## src/rtl/vdp_io_pkg.sv

```systemverilog
// rtl/vdp_io_pkg.sv - shared types for the VDP I/O posting FIFO
package vdp_io_pkg;

    typedef struct packed {
        logic       wr;
        logic [1:0] port;
        logic [7:0] data;
    } io_entry_t;

    typedef enum logic [2:0] {
        IDLE,
        WR_ISSUE,
        WR_WAIT,
        RD_ISSUE,
        RD_WAIT
    } io_state_t;

    localparam int IO_ENTRY_W = $bits(io_entry_t);

endpackage

```

## src/rtl/sync_fifo.sv

```systemverilog
// rtl/sync_fifo.sv - single-clock FIFO with show-ahead head and occupancy count
module sync_fifo #(
    parameter int WIDTH = 8,
    parameter int DEPTH = 16,
    parameter int AW    = $clog2(DEPTH)
) (
    input  logic             clk,
    input  logic             reset_n,
    input  logic             push,
    input  logic [WIDTH-1:0] push_data,
    input  logic             pop,
    output logic [WIDTH-1:0] head,
    output logic             full,
    output logic             empty,
    output logic [AW:0]      count
);

    logic [WIDTH-1:0] mem [DEPTH];
    logic [AW-1:0]    wr_ptr;
    logic [AW-1:0]    rd_ptr;
    logic             do_push;
    logic             do_pop;

    assign full  = (count == (AW+1)'(DEPTH));
    assign empty = (count == '0);
    assign head  = mem[rd_ptr];

    // A pop frees a slot in the same cycle, so a full FIFO still accepts a push alongside it.
    assign do_pop  = pop && !empty;
    assign do_push = push && (!full || do_pop);

    always_ff @(posedge clk) begin
        if (do_push) begin
            mem[wr_ptr] <= push_data;
        end
    end

    always_ff @(posedge clk or negedge reset_n) begin
        if (!reset_n) begin
            wr_ptr <= '0;
            rd_ptr <= '0;
            count  <= '0;
        end else begin
            if (do_push) begin
                wr_ptr <= wr_ptr + AW'(1);
            end
            if (do_pop) begin
                rd_ptr <= rd_ptr + AW'(1);
            end
            case ({do_push, do_pop})
                2'b10:   count <= count + (AW+1)'(1);
                2'b01:   count <= count - (AW+1)'(1);
                default: count <= count;
            endcase
        end
    end

endmodule

```

## src/rtl/vdp_io_fifo.sv

```systemverilog
// rtl/vdp_io_fifo.sv - posts CPU writes to the VDP through a FIFO, reads act as barriers; VDP_IO_FIFO_STATS_EN adds hwm/drop_cnt
module vdp_io_fifo
    import vdp_io_pkg::*;
#(
    parameter int DEPTH = 16,
    parameter int AW    = $clog2(DEPTH)
) (
    input  logic        clk,
    input  logic        reset_n,
    input  logic        cpu_req,
    input  logic        cpu_wr,
    input  logic [1:0]  cpu_port,
    input  logic [7:0]  cpu_data_in,
    output logic [7:0]  cpu_data_out,
    output logic        cpu_rd_valid,
    output logic        cpu_busy,
    output logic        overflow,
    output logic        vdp_req,
    output logic        vdp_wr,
    output logic [1:0]  vdp_port,
    output logic [7:0]  vdp_dbo,
    input  logic [7:0]  vdp_dbi,
    input  logic        vdp_ack
`ifdef VDP_IO_FIFO_STATS_EN
    ,
    output logic [AW:0] hwm,
    output logic [7:0]  drop_cnt
`endif
);

    io_state_t             state;
    io_state_t             state_nx;
    io_entry_t             push_entry;
    io_entry_t             head;
    logic [IO_ENTRY_W-1:0] head_bits;
    logic                  fifo_full;
    logic                  fifo_empty;
    logic [AW:0]           fifo_count;
    logic [AW:0]           barrier_cnt;
    logic                  rd_pend;
    logic [1:0]            rd_port;
    logic                  wr_req;
    logic                  rd_req;
    logic                  pop;
    logic                  drop;

    assign wr_req     = cpu_req && cpu_wr;
    assign rd_req     = cpu_req && !cpu_wr && !rd_pend;
    assign pop        = (state == WR_WAIT) && vdp_ack;
    assign drop       = wr_req && fifo_full && !pop;
    assign push_entry = '{wr: 1'b1, port: cpu_port, data: cpu_data_in};
    assign head       = io_entry_t'(head_bits);
    assign cpu_busy   = rd_pend;

    sync_fifo #(
        .WIDTH (IO_ENTRY_W),
        .DEPTH (DEPTH),
        .AW    (AW)
    ) u_fifo (
        .clk       (clk),
        .reset_n   (reset_n),
        .push      (wr_req),
        .push_data (push_entry),
        .pop       (pop),
        .head      (head_bits),
        .full      (fifo_full),
        .empty     (fifo_empty),
        .count     (fifo_count)
    );

    always_ff @(posedge clk or negedge reset_n) begin
        if (!reset_n) begin
            state <= IDLE;
        end else begin
            state <= state_nx;
        end
    end

    always_comb begin
        state_nx = state;
        vdp_req  = 1'b0;
        vdp_wr   = 1'b0;
        vdp_port = '0;
        vdp_dbo  = '0;
        case (state)
            IDLE: begin
                // barrier_cnt counts entries queued ahead of the pending read.
                if (!fifo_empty && (!rd_pend || barrier_cnt != '0)) begin
                    state_nx = WR_ISSUE;
                end else if (rd_pend && barrier_cnt == '0) begin
                    state_nx = RD_ISSUE;
                end
            end
            WR_ISSUE, WR_WAIT: begin
                vdp_req  = 1'b1;
                vdp_wr   = head.wr;
                vdp_port = head.port;
                vdp_dbo  = head.data;
                if (state == WR_ISSUE) begin
                    state_nx = WR_WAIT;
                end else if (vdp_ack) begin
                    state_nx = IDLE;
                end
            end
            RD_ISSUE, RD_WAIT: begin
                vdp_req  = 1'b1;
                vdp_port = rd_port;
                if (state == RD_ISSUE) begin
                    state_nx = RD_WAIT;
                end else if (vdp_ack) begin
                    state_nx = IDLE;
                end
            end
            default: state_nx = IDLE;
        endcase
    end

    always_ff @(posedge clk or negedge reset_n) begin
        if (!reset_n) begin
            rd_pend      <= 1'b0;
            rd_port      <= '0;
            barrier_cnt  <= '0;
            cpu_data_out <= '0;
            cpu_rd_valid <= 1'b0;
            overflow     <= 1'b0;
        end else begin
            cpu_rd_valid <= 1'b0;
            if (drop) begin
                overflow <= 1'b1;
            end
            if (rd_req) begin
                rd_pend     <= 1'b1;
                rd_port     <= cpu_port;
                barrier_cnt <= fifo_count - (AW+1)'(pop);
            end else if (rd_pend && pop && barrier_cnt != '0) begin
                barrier_cnt <= barrier_cnt - (AW+1)'(1);
            end
            if (state == RD_WAIT && vdp_ack) begin
                cpu_data_out <= vdp_dbi;
                cpu_rd_valid <= 1'b1;
                rd_pend      <= 1'b0;
            end
        end
    end

`ifdef VDP_IO_FIFO_STATS_EN
    always_ff @(posedge clk or negedge reset_n) begin
        if (!reset_n) begin
            hwm      <= '0;
            drop_cnt <= '0;
        end else begin
            if (fifo_count > hwm) begin
                hwm <= fifo_count;
            end
            if (drop && drop_cnt != 8'hFF) begin
                drop_cnt <= drop_cnt + 8'd1;
            end
        end
    end
`endif

endmodule

```

## config.mk

```make
export PLATFORM = sky130hd
export DESIGN_NAME = vdp_io_fifo
export DESIGN_NICKNAME = d
export VERILOG_FILES = /design/src/rtl/vdp_io_pkg.sv /design/src/rtl/sync_fifo.sv /design/src/rtl/vdp_io_fifo.sv
export SDC_FILE = /design/constraint.sdc
export NUM_CORES = 1
export LEC_CHECK = 0
export BUFFER_PORTS_ARGS = -buffer_cell sky130_fd_sc_hd__buf_2
export CAP_MARGIN = 20
export CORE_AREA = 2 2 123 125
export CTS_CLUSTER_DIAMETER = 150
export DETAILED_ROUTE_END_ITERATION = 7
export DIE_AREA = 0 0 125 127
export MAX_ROUTING_LAYER = met4
export PLACE_DENSITY = 0.79
export SKIP_LAST_GASP = 1
export SLEW_MARGIN = 25
export SYNTH_ARGS = -nofsm -noshare
export SYNTH_HDL_FRONTEND = slang
export SYNTH_HIERARCHICAL = 1
export SYNTH_SLANG_ARGS = --single-unit
```

## constraint.sdc

```tcl
create_clock -name clk -period 3.69 [get_ports clk]
set_clock_uncertainty 0.2 [all_clocks]
set_input_delay 0.9225 -clock clk [delete_from_list [all_inputs] [get_ports clk]]
set_output_delay 0.9225 -clock clk [all_outputs]
set_load 0.005 [all_outputs]
```

==> flow_summary.yaml <==
timing:
  hold_violations: 0
  setup_violations: 0
  fin_crit_sh: 0.997
  slew_viol_final: 0
  finalSetupTns_ns: 0
  relSlewSlack: 0.474
  finalCriticalPeriod_ns: 3.68
  rsz0062_at_grt: "true"
  timing.fmax_ghz: 0.272
  tightest_slew_ns: 0.789
finish:
  layout_commonest_cell: "edfxtp_1"
  register_area_um2: 6140
  multi_input_area_um2: 2540
  area_growth_pct: 16.2
  final_cell_mix: "176 x edfxtp_1, 45 x buf_2, 44 x mux4_2"
  fillers: 911
  nets: 613
  finalNonFillerCells: 778
  drive_gt1_frac: 0.322
clocking:
  path_clk_slew_ns: 0.06
  htree_levels: 1
  hold_buffers: 0
  numCtsBuffers: 21
  clockBufferDepth: 3
  clkSinkCount: 210
  ctsRootBufferMaster: "clkbuf_16"
  clk_latency_ns: 0.48
  cts_tree: "built"
route:
  ant_nets: 0
  firstDrtPassIters: 5
  drt-total-wl_um: 18200
  viasPerCell: 6.15
  via_count: 4786
  drc_errors: 0
  first_iter_violations: 454
  post_drt_wl_per_cell_um: 23.3
power:
  leakage_nw: 3.64
  vdd_drop_max_mv: 0.588
  powerDensity_nw_per_um2: 760
  total_power_mw: 7.72
run:
  maxCapViolCount: 0
placement:
  dp_hpwl_um: 11400
  dp_cells: 734
  io_buffer_count: 45
  gp_congestion: 0.814
setup_path:
  cp.required_ns: 2.57
  rrSetupSlack_ns: 0.78
  cp-end-kind: "primary output"
  crit_path_max_incr_delay_ns: 0.51
  crit_family: "multiplexers"
  cp_max_fo: 6
  crit_type: "flip-flop to primary output"
  reg2regPathDepth: 8
  worst_setup_path_start_kind: "flip-flop"
  worstReg2RegStart: "state[2]"
  cpMaxStageDelayCell: "mux4_2"
  cpMostUsedCell: "a22oi_2"
  critPathBufInv: 2
  arrival_ns: 2.56
  path_cells: "buf_12 -> mux4_2 -> a22oi_2 -> nand2_2 -> mux2_4 -> a22oi_2 -> o21ai_1 -> buf_2"
  r2r_end: "u_fifo/count[4]"
die:
  dieArea_um2: 15900
  num_io_pins: 46
  start_util: 0.606
  die_h_um: 127
  die_w_um: 125
  rows: 44
  core_um2: 14400
worst_hold_path:
  min_from: "u_fifo/wr_ptr[3]"
  hold_depth: 1
  min_to: "u_fifo/wr_ptr[3]"
  hold_class: "flip-flop to flip-flop"
logic_synthesis:
  avgSynthCellArea_um2: 18.1
  synthArstFlopShare: 0.162
  synth-edff-count: 176
  synth-seq-area-share: 0.702
  syn_area_um2: 8740
  ys.flop_type: "edfxtp_1"
  synth-seq-cells: 210
  yosys.cell_types.count: 54
  yosys_warnings: 6
  netlist_instances: 484
global_route:
  grt_use_total: 0.242
  grt_start_max_net_pins: 35
  grt_remaining_overflow: 0
  grt_pass1_vias: 5038
  antenna_found_initial: 1
  grt_pass1_wl_um: 28200
run_status:
  status: "complete, no violations"
[cells by family (layout without fill, tap and decap cells)]
logic type,Yosys count,in the layout,synth area share
compound gates,46,46,0.0402
other cells,1,17,0.000429
xor+xnor,16,16,0.0160
simple gates,99,99,0.0616
mux,66,66,0.141
fa+ha+maj,12,12,0.0180
buf+inv,34,128,0.0206
flops,210,210,0.702
[metrics by stage]
| stage | cell area (um^2) | hold slack (ns) | setup WS [ns] | utilization |
|---|---|---|---|---|
| after detailed placement | 9370 | 0.276 | 0.289 | 0.649 |
| final | 10200 | 0.288 | 0.00959 | 0.704 |
| after global placement | 9370 | 0.262 | 0.386 | 0.649 |
| after global routing | 10200 | 0.312 | -0.0719 | 0.704 |
| after floorplan | 8800 | 0.258 | 0.545 | - |
| after CTS | 10100 | 0.290 | 0.0105 | 0.700 |
[Yosys cell counts (all sizes together) (2+ instances only)]
| cell type | count | area [um^2] |
|---|---|---|
| nor3 | 7 | 35.0 |
| a22oi | 24 | 180 |
| nand3 | 13 | 77.6 |
| nand2b | 6 | 37.5 |
| ha | 11 | 138 |
| nand2 | 23 | 86.3 |
| a32o | 2 | 20.0 |
| a211oi | 2 | 15.0 |
| mux2 | 15 | 173 |
| edfxtp | 176 | 5290 |
| dfrtp | 34 | 851 |
| xnor2 | 13 | 114 |
| o211ai | 2 | 15.0 |
| and2 | 12 | 75.1 |
| o21ai | 3 | 18.8 |
| inv | 11 | 41.3 |
| nor2b | 4 | 25.0 |
| clkbuf | 10 | 37.5 |
| a21oi | 3 | 15.0 |
| nor3b | 2 | 15.0 |
| buf | 13 | 101 |
| mux4 | 44 | 991 |
| xor2 | 3 | 26.3 |
| nor2 | 23 | 88.8 |
| mux2i | 7 | 70.1 |
[worst max-delay path by stage]
| stage | start | cells after the start | to |
|---|---|---|---|
| floorplan | cpu_req | 5 | u_fifo/mem[3][0] |
| global placement | u_fifo/rd_ptr[0] | 7 | vdp_port[1] |
| detailed placement | u_fifo/rd_ptr[2] | 7 | vdp_port[1] |
| CTS | u_fifo/rd_ptr[1] | 6 | vdp_dbo[5] |
| global route | u_fifo/rd_ptr[0] | 8 | vdp_port[1] |
| finish | u_fifo/rd_ptr[0] | 8 | vdp_port[1] |
[final cells by class]
| cell class | instances | area share |
|---|---|---|
| Tap cell | 184 | 0.0227 |
| Timing Repair Buffer | 79 | 0.0512 |
| Multi-Input combinational cell | 255 | 0.250 |
| Sequential cell | 210 | 0.605 |
| Clock inverter | 11 | 0.0111 |
| Clock buffer | 27 | 0.0560 |
| Inverter | 11 | 0.00407 |
| Antenna cell | 1 | 0.000246 |
[where the power goes]
| group | leakage, nW | switching [mW] | internal [mW] | total (mW) |
|---|---|---|---|---|
| combinational | 1.31 | 1.23 | 1.27 | 2.50 |
| sequential | 2.00 | 0.291 | 2.86 | 3.15 |
| clock | 0.333 | 0.843 | 1.24 | 2.08 |
[metal layers]
metal  up-vias  track usage  wire length, um
met5         -            -                0
met2       228        0.397             9330
li1       2091            -                -
met4         0       0.0935              684
met1      2419        0.312             6740
met3        48       0.0360             1400
[flip-flops by register name, summed over array words and instances, names as in the netlist, 2 cells and up]
signal and cells:
barrier_cnt 5, u_fifo/mem 176, state 3, rd_port 2, u_fifo/wr_ptr 4, u_fifo/count 5, cpu_data_out 8, u_fifo/rd_ptr 4
[repair_timing]
item,CTS,global route
endpoints found under the hold margin,0,0
pin swaps,0,7
setup endpoints to repair,8,4
resized for setup,4,12
setup buffers,3,2
(Power assumes the default switching activity.)
